`src/rtl/pwm_dac.sv`:
```
// pwm_dac: PWM audio DAC; duty updated per period from a one-deep pending sample; optional overrun counter via PWM_DAC_OVF_CNT_EN.
// Latency: pwm_o lags the period counter by one cycle; frame_o and ovf_o pulse one cycle after their event.
// Backpressure: none; a sample is taken every cycle vld_i=1, overwritten pending samples are reported on ovf_o.
module pwm_dac #(
    parameter int DATA_WIDTH     = 8,
    parameter int PRESCALE       = 1,
    parameter int STARVE_PERIODS = 4
) (
    input  logic                  clk,
    input  logic                  rst,
    input  logic [DATA_WIDTH-1:0] data_i,
    input  logic                  vld_i,
    output logic                  pwm_o,
    output logic                  frame_o,
    output logic                  ovf_o,
    output logic [7:0]            ovf_cnt_o
);

    localparam int                    PW         = (PRESCALE > 1) ? $clog2(PRESCALE) : 1;
    localparam logic [PW-1:0]         PRESC_MAX  = PW'(PRESCALE - 1);
    localparam logic [DATA_WIDTH-1:0] CNT_MAX    = '1;
    localparam logic [3:0]            STARVE_LIM = 4'(STARVE_PERIODS);

    typedef enum logic {
        IDLE = 1'b0,
        RUN  = 1'b1
    } state_t;

    state_t                state_q, state_d;
    logic [PW-1:0]         presc_q, presc_d;
    logic [DATA_WIDTH-1:0] cnt_q, cnt_d;
    logic [DATA_WIDTH-1:0] duty_q, duty_d;
    logic [DATA_WIDTH-1:0] pend_q, pend_d;
    logic                  pend_vld_q, pend_vld_d;
    logic [3:0]            starve_q, starve_d;
    logic                  pwm_q, pwm_d;
    logic                  frame_q, frame_d;
    logic                  ovf_q, ovf_d;
    logic                  tick;
    logic                  boundary;

    always_comb begin
        state_d    = state_q;
        presc_d    = presc_q;
        cnt_d      = cnt_q;
        duty_d     = duty_q;
        pend_d     = pend_q;
        pend_vld_d = pend_vld_q;
        starve_d   = starve_q;
        pwm_d      = 1'b0;
        frame_d    = 1'b0;
        ovf_d      = 1'b0;
        tick       = 1'b0;
        boundary   = 1'b0;

        case (state_q)
            IDLE: begin
                presc_d  = '0;
                cnt_d    = '0;
                starve_d = '0;
                if (vld_i) begin
                    state_d = RUN;
                    duty_d  = data_i;
                end
            end

            RUN: begin
                tick     = (presc_q == PRESC_MAX);
                boundary = tick && (cnt_q == CNT_MAX);
                presc_d  = tick ? '0 : presc_q + 1'b1;
                if (tick) begin
                    cnt_d = cnt_q + 1'b1;
                end
                pwm_d   = (cnt_q < duty_q);
                frame_d = boundary;

                if (boundary) begin
                    pend_vld_d = 1'b0;
                    if (vld_i) begin
                        // Newest sample wins; any pending one is dropped and counted.
                        duty_d   = data_i;
                        starve_d = '0;
                        ovf_d    = pend_vld_q;
                    end else if (pend_vld_q) begin
                        duty_d   = pend_q;
                        starve_d = '0;
                    end else if ((starve_q + 4'd1) >= STARVE_LIM) begin
                        state_d  = IDLE;
                        duty_d   = '0;
                        pend_d   = '0;
                        presc_d  = '0;
                        cnt_d    = '0;
                        starve_d = '0;
                        pwm_d    = 1'b0;
                    end else begin
                        starve_d = starve_q + 4'd1;
                    end
                end else if (vld_i) begin
                    pend_d     = data_i;
                    pend_vld_d = 1'b1;
                    ovf_d      = pend_vld_q;
                end
            end

            default: begin
                state_d = IDLE;
            end
        endcase
    end

    always_ff @(posedge clk or negedge rst) begin
        if (!rst) begin
            state_q    <= IDLE;
            presc_q    <= '0;
            cnt_q      <= '0;
            duty_q     <= '0;
            pend_q     <= '0;
            pend_vld_q <= 1'b0;
            starve_q   <= '0;
            pwm_q      <= 1'b0;
            frame_q    <= 1'b0;
            ovf_q      <= 1'b0;
        end else begin
            state_q    <= state_d;
            presc_q    <= presc_d;
            cnt_q      <= cnt_d;
            duty_q     <= duty_d;
            pend_q     <= pend_d;
            pend_vld_q <= pend_vld_d;
            starve_q   <= starve_d;
            pwm_q      <= pwm_d;
            frame_q    <= frame_d;
            ovf_q      <= ovf_d;
        end
    end

    assign pwm_o   = pwm_q;
    assign frame_o = frame_q;
    assign ovf_o   = ovf_q;

`ifdef PWM_DAC_OVF_CNT_EN
    logic [7:0] ovf_cnt_q, ovf_cnt_d;

    always_comb begin
        ovf_cnt_d = ovf_cnt_q;
        if (ovf_d && (ovf_cnt_q != 8'hFF)) begin
            ovf_cnt_d = ovf_cnt_q + 8'd1;
        end
    end

    always_ff @(posedge clk or negedge rst) begin
        if (!rst) begin
            ovf_cnt_q <= 8'd0;
        end else begin
            ovf_cnt_q <= ovf_cnt_d;
        end
    end

    assign ovf_cnt_o = ovf_cnt_q;
`else
    assign ovf_cnt_o = 8'd0;
`endif

endmodule

```
`config.mk`:
```
export PLATFORM = sky130hd
export DESIGN_NAME = pwm_dac
export DESIGN_NICKNAME = d
export VERILOG_FILES = /design/src/rtl/pwm_dac.sv
export SDC_FILE = /design/constraint.sdc
export NUM_CORES = 1
export LEC_CHECK = 0
export CAP_MARGIN = 20
export CORE_AREA = 2 2 58 65
export CTS_BUF_LIST = sky130_fd_sc_hd__clkbuf_8 sky130_fd_sc_hd__clkbuf_16
export DETAILED_ROUTE_END_ITERATION = 8
export DIE_AREA = 0 0 60 67
export PLACE_DENSITY = 0.76
export REMOVE_ABC_BUFFERS = 1
export SKIP_LAST_GASP = 1
export SLEW_MARGIN = 30
export SYNTH_ARGS = -nofsm -noshare
export SYNTH_HDL_FRONTEND = slang
export SYNTH_SLANG_ARGS = --single-unit
export TNS_END_PERCENT = 5
```
`constraint.sdc`:
```
create_clock -name clk -period 5.8 [get_ports clk]
set_input_delay 1.16 -clock clk [delete_from_list [all_inputs] [get_ports clk]]
set_output_delay 1.16 -clock clk [all_outputs]
set_load 0.05 [all_outputs]
```
## Word-level counts from Yosys, hierarchy flattened

Index checks and enable logic that the tools add are counted.
W data, S select, Z words.

- Register bits: 34
- Bits of input ports: 11
- Output and inout port bits: 11
- Logic and storage cells: 71

- Add/sub/neg operators: 3
- Order comparisons: 2
- Equality and inequality tests: 6
- Multiplexer cells: 42
- Bitwise gates (word level): 2
- Reduce and logical (&&, ||, !) cells: 6

Operators with widths:

| operator | count |
|---|---|
| $mux W8 | 13 |
| $pmux W8 S2 | 2 |
| $mux W1 | 20 |
| $mux W4 | 4 |
| $add A8 B1 Y8 const B | 1 |
| $eq A8 B8 Y1 const B | 1 |
| $lt A8 B8 Y1 | 1 |
| $pmux W4 S2 | 1 |
| $ne A2 B2 Y1 const B | 3 |
| $reduce_and A5 Y1 | 1 |
| $add A4 B1 Y4 const B | 1 |
| $ge A4 B3 Y1 const B | 1 |
| $ne A4 B2 Y1 const B | 1 |
| $pmux W1 S2 | 2 |
| $reduce_bool A2 Y1 | 2 |
| $reduce_and A3 Y1 | 1 |
| $ne A2 B1 Y1 const B | 1 |
| $not A1 Y1 | 2 |
| $reduce_and A2 Y1 | 1 |
| $add A1 B1 Y1 const B | 1 |
| $logic_and A1 B1 Y1 | 1 |

## Logic depth before layout (Yosys ltp)

- Depth in word-level cells: 7
- Depth in mapped cells: 6
- Mapped depth without buffers: 6

## Least setup slack after synthesis

Ideal clock, no wire load.

- Path type: in2reg
- Start point: input port vld_i
- End point: register duty_q[0]
- Setup time: 125 ps
- Arrival time: 1976 ps
- Required time: 5675 ps
- Setup slack: 3699 ps
- Stages on the path: 4
- Buffers on the path: 1
- Cell sequence: nor2_1 -> a311o_1 -> buf_6 -> mux2_4

- Word-level cells in the longest chain between the ends: 3
- Elaborated cells between the ends (all ways): 6
- Classes of those cells: eq/ne (2); mux (3); reduce/logical (1)

Ends and longest elaborated chain:

| element | line | text |
|---|---|---|
| from (decl) | 12 | `input logic vld_i,` |
| $mux W8 | 79 | `if (vld_i) begin` |
| $mux W8 | 77 | `if (boundary) begin` |
| $pmux W8 S2 | 56 | `case (state_q)` |
| to (signal assigned) | 127 | `duty_q <= duty_d;` |
| to (decl) | 32 | `logic [DATA_WIDTH-1:0] duty_q, duty_d;` |

Several ways; a longest one is shown, not always the timed one. The select of a mux whose other input is x is not followed.
A chain may end at the register's enable or synchronous reset.

## Final worst setup path

Ends and elaborated chain as after synthesis.

==> impl_metrics.prom <==
# TYPE chip_impl_metric gauge
chip_impl_metric{name="initialDrtViolationCount",unit=""} 64
chip_impl_metric{name="drc_errors",unit=""} 0
chip_impl_metric{name="grt_overflow_total",unit=""} 0
chip_impl_metric{name="cts_buffers",unit=""} 5
chip_impl_metric{name="maxCapViolations",unit=""} 0
chip_impl_metric{name="setup_ws",unit="ps"} 3187
chip_impl_info{name="outcome",value="finished clean"} 1
chip_impl_metric{name="critical_path.max_stage_delay",unit="ps"} 600
chip_impl_metric{name="postCtsSetupBuffers",unit=""} 0
chip_impl_metric{name="clock_latency",unit="ps"} 290
chip_impl_info{name="grt_setup_unrepaired",value="no"} 1
chip_impl_metric{name="clkSinkCount",unit=""} 33
chip_impl_metric{name="final.setup_skew",unit="ps"} 2.919
chip_impl_metric{name="achievable-frequency",unit="GHz"} 0.3828
chip_impl_metric{name="postPlaceCellArea",unit="um2"} 1904
chip_impl_metric{name="switching_share",unit="%"} 33.48
chip_impl_metric{name="post_cts.resized_instances",unit=""} 0
chip_impl_info{name="startpoint_of_the_worst_register_to_register_path",value="starve_q[0]"} 1
chip_impl_metric{name="yosys_register_bits",unit=""} 33
chip_impl_metric{name="total_number_of_yosys_warnings",unit=""} 0
chip_impl_metric{name="drt_pre_antenna_iters",unit=""} 4
chip_impl_metric{name="hold_violations",unit=""} 0
chip_impl_metric{name="final_critical_delay_including_setup_and_external_delays",unit="ps"} 2613
chip_impl_metric{name="boundaryPins",unit=""} 22
chip_impl_metric{name="first_global_vias",unit=""} 1304
chip_impl_metric{name="cp.required",unit="ps"} 5970
chip_impl_info{name="cts_root_buf",value="sky130_fd_sc_hd__clkbuf_8"} 1
chip_impl_metric{name="htree_num_levels",unit=""} 2
chip_impl_metric{name="critical_path.n_buffers_inverters",unit=""} 1
chip_impl_metric{name="hpwl",unit="um"} 2582
chip_impl_info{name="timing.hold.worst_endpoint",value="duty_q[6]"} 1
chip_impl_metric{name="finalSetupViolations",unit=""} 0
chip_impl_metric{name="power_density",unit="nW/um2"} 327.4
chip_impl_metric{name="grt_start_max_net_pins",unit=""} 34
chip_impl_metric{name="synth.distinct_cells",unit=""} 35
chip_impl_metric{name="grt_pass1_wl",unit="um"} 6072
chip_impl_metric{name="syn_area",unit="um2"} 1774
chip_impl_metric{name="area_overhead_of_the_layout_relative_to_synthesis",unit="%"} 12.20
chip_impl_metric{name="pwr-share-clk",unit="%"} 26.1
chip_impl_metric{name="grt.total_usage",unit="%"} 20.71
chip_impl_info{name="tritoncts",value="done"} 1
chip_impl_metric{name="slew-limit-headroom",unit="%"} 55.43
chip_impl_metric{name="via_per_inst",unit=""} 5.303
chip_impl_metric{name="clock_pin_transition_on_the_worst_setup_and_hold_timing_paths",unit="ps"} 60
chip_impl_metric{name="drt_wl_total",unit="um"} 3403
chip_impl_metric{name="detailroute.via_count",unit=""} 1347
chip_impl_metric{name="total_power",unit="mW"} 0.6517
chip_impl_metric{name="ctsLongestPathBuffers",unit=""} 2
chip_impl_metric{name="diodes",unit=""} 0
chip_impl_metric{name="final.period_utilization",unit="%"} 45.05
chip_impl_metric{name="fin_nets",unit=""} 226
chip_impl_metric{name="ant_nets",unit=""} 0
chip_impl_metric{name="critical_path_arrival",unit="ps"} 2780
chip_impl_metric{name="layout-drive-gt1-share",unit="%"} 4.854
chip_impl_metric{name="die_area",unit="um2"} 4020
chip_impl_metric{name="postCtsHoldBufs",unit=""} 0
chip_impl_metric{name="leakage",unit="nW"} 0.9742
chip_impl_info{name="holdCritStartpoint",value="duty_q[6]"} 1
chip_impl_metric{name="netlist_instances",unit=""} 192
chip_impl_metric{name="largest_fanout_on_the_critical_path",unit=""} 8
chip_impl_metric{name="row_count",unit=""} 22
chip_impl_info{name="critPathKind",value="input port to register"} 1
chip_impl_metric{name="grt_antenna_before_repair",unit=""} 0
chip_impl_metric{name="initial_utilization",unit="%"} 53.27
chip_impl_metric{name="sequentialPowerShare",unit="%"} 48.5
chip_impl_metric{name="route.detailed.wl_per_inst",unit="um"} 13.40
chip_impl_metric{name="place.port_buffers",unit=""} 13
chip_impl_info{name="endpoint_kind",value="register"} 1
chip_impl_metric{name="hold_depth",unit=""} 2
chip_impl_info{name="cpMaxStageDelayCell",value="sky130_fd_sc_hd__clkdlybuf4s50_1"} 1
chip_impl_metric{name="pwr-share-comb",unit="%"} 25.4
chip_impl_metric{name="syn_avg_cell_area",unit="um2"} 9.241
chip_impl_metric{name="post-place-ws",unit="ps"} 2887
chip_impl_metric{name="timing_max_transition_violations_final",unit=""} 0
chip_impl_metric{name="sw_pwr",unit="mW"} 0.2182
chip_impl_metric{name="cell_internal_pwr",unit="mW"} 0.4335
chip_impl_info{name="path_cells",value="clkdlybuf4s50_1 -> nor2_1 -> a311o_1 -> mux2_4"} 1
chip_impl_metric{name="design_area",unit="um2"} 1991
chip_impl_info{name="synth_area_leader_cell",value="sky130_fd_sc_hd__dfrtp_1"} 1
chip_impl_info{name="hp-class",value="register to register"} 1
chip_impl_info{name="synth_area_leaders",value="sky130_fd_sc_hd__dfrtp_1 (47%), sky130_fd_sc_hd__ha_1 (6.3%), sky130_fd_sc_hd__nand2_1 (5.3%)"} 1
chip_impl_metric{name="totalNegativeSetupSlack",unit="ps"} 0
chip_impl_metric{name="vdd_drop_max",unit="mV"} 0.1784
chip_impl_metric{name="floorplan.core_area",unit="um2"} 3331
chip_impl_metric{name="synth_seq_area_share",unit="%"} 46.54
chip_impl_info{name="r2r_end",value="duty_q[0]"} 1
chip_impl_metric{name="routabilityCongestion",unit=""} 0.7901
chip_impl_info{name="critical-path-top-delay-family",value="buffers and inverters"} 1
chip_impl_metric{name="die-height",unit="um"} 67
chip_impl_metric{name="floorplan.die.width",unit="um"} 60
chip_impl_metric{name="netlist.area_leader.share",unit="%"} 46.54
chip_impl_metric{name="r2r_slack",unit="ps"} 3580
chip_impl_info{name="cp-start-kind",value="input port"} 1
chip_impl_metric{name="timing.reg2reg.worst_path_depth",unit=""} 5
chip_impl_metric{name="timing_worst_slew_pin_value",unit="ps"} 668.5
==> final cells by class <==
class                   instances  area [um2]
clock buffers                   6       82.58
clock inverters                 1       3.754
fillers                       289        1340
inverters                       9       33.78
multi-input cells             143       847.1
flip-flops and latches         33       825.8
well taps                      48       60.06
repair buffers                 14       137.6
==> flip-flops by register name, indices dropped and copies added (netlist names) <==
signal and count:
cnt_q 8, duty_q 8, pend_q 8, starve_q 4, frame_o 1, ovf_o 1
pend_vld_q 1, pwm_o 1, state_q 1
==> Yosys cell counts <==
library cell               number
sky130_fd_sc_hd__xor2_1         5
sky130_fd_sc_hd__nor3_1         1
sky130_fd_sc_hd__a211oi_1       1
sky130_fd_sc_hd__nor2_1        24
sky130_fd_sc_hd__ha_1           9
sky130_fd_sc_hd__clkbuf_1       4
sky130_fd_sc_hd__a21oi_1       15
sky130_fd_sc_hd__a21oi_2        1
sky130_fd_sc_hd__xnor2_1        1
sky130_fd_sc_hd__buf_6          1
sky130_fd_sc_hd__o21ai_1        2
sky130_fd_sc_hd__inv_1          9
sky130_fd_sc_hd__conb_1         1
sky130_fd_sc_hd__or4_1          1
sky130_fd_sc_hd__and2_1         2
sky130_fd_sc_hd__or3b_1         1
sky130_fd_sc_hd__o21ai_0       11
sky130_fd_sc_hd__nand3_1        5
sky130_fd_sc_hd__nand4_1        3
sky130_fd_sc_hd__and3_1         2
sky130_fd_sc_hd__mux2_4         1
sky130_fd_sc_hd__and4_1         1
sky130_fd_sc_hd__buf_4          9
sky130_fd_sc_hd__o31ai_1        1
sky130_fd_sc_hd__nand2_1       25
sky130_fd_sc_hd__a311o_1        1
sky130_fd_sc_hd__and3_2         1
sky130_fd_sc_hd__mux2i_1        7
sky130_fd_sc_hd__a21boi_0       1
sky130_fd_sc_hd__dfrtp_1       33
sky130_fd_sc_hd__nand2b_1       1
sky130_fd_sc_hd__or3_1          2
sky130_fd_sc_hd__and3b_1        1
sky130_fd_sc_hd__nor3b_1        1
sky130_fd_sc_hd__a22oi_1        8
==> layer usage <==
metal / track usage (%) / wire [um] / part of all wire, % / vias to the layer above
met3: 7.184 / 150 / 4.4 / 6
met2: 32.34 / 1643 / 48 / 38
met1: 25.62 / 1558 / 46 / 632
li1: - / - / - / 671
met5: 0 / 0 / 0 / -
met4: 8.889 / 50 / 1.5 / 0
==> per-stage QoR <==
stage	hold slack, ps	utilization, %	std cells
after detailed placement	516.2	57.18	247
after global placement	507.2	57.18	247
after global routing	555.7	59.77	254
final	526.0	59.77	254
after CTS	530.9	59.77	254
after floorplan	481.7	-	185
==> power by group through the flow <==
stage | Sequential (mW) | Combinational (mW) | Clock (mW)
after floorplan | 0.313 | 0.118 | 0
after global placement | 0.316 | 0.156 | 0
after detailed placement | 0.320 | 0.167 | 0
after CTS | 0.316 | 0.168 | 0.177
after global routing | 0.322 | 0.196 | 0.187
final | 0.316 | 0.166 | 0.170
==> placed cells by master (no fill, tap or decap), types with 3 or more instances in the layout <==
cell and instances:
sky130_fd_sc_hd__conb_1 8, sky130_fd_sc_hd__clkbuf_8 6, sky130_fd_sc_hd__a21oi_1 15, sky130_fd_sc_hd__dfrtp_1 33
sky130_fd_sc_hd__nor2_1 24, sky130_fd_sc_hd__nand2_1 25, sky130_fd_sc_hd__inv_1 10, sky130_fd_sc_hd__nand3_1 5
sky130_fd_sc_hd__nand4_1 3, sky130_fd_sc_hd__xor2_1 5, sky130_fd_sc_hd__a22oi_1 8, sky130_fd_sc_hd__mux2i_1 7
sky130_fd_sc_hd__o21ai_0 11, sky130_fd_sc_hd__clkdlybuf4s50_1 13, sky130_fd_sc_hd__ha_1 9
==> worst register-to-register path: stages (launching register included) <==
cell	delay, ps
sky130_fd_sc_hd__dfrtp_1	420
sky130_fd_sc_hd__ha_1	250
sky130_fd_sc_hd__or4_1	470
sky130_fd_sc_hd__a21oi_1	170
sky130_fd_sc_hd__a311o_1	450
sky130_fd_sc_hd__mux2_4	340
==> logic make-up after synthesis <==
family	count (synthesis)	synth area share, %
buffers and inverters	23	7.193
muxes	8	4.795
adders and majority gates	9	6.347
DFF	33	46.54
xor gates and xnor gates	6	2.962
and+or+nand+nor	71	18.34
AOI/OAI and AO/OA	41	13.61
other	1	0.2114
==> how the worst max path moves through the flow <==
stage,from,to,slack [ps],cells past startpoint
2_1_floorplan,vld_i,duty_q[0],3600,3
3_3_place_gp,vld_i,duty_q[0],2950,4
3_5_place_dp,vld_i,duty_q[0],2890,4
4_1_cts,vld_i,duty_q[0],3190,4
5_1_grt,vld_i,pend_q[7],3070,5
6_report,vld_i,duty_q[0],3190,4
No activity file was read; power rests on OpenSTA's default activity.
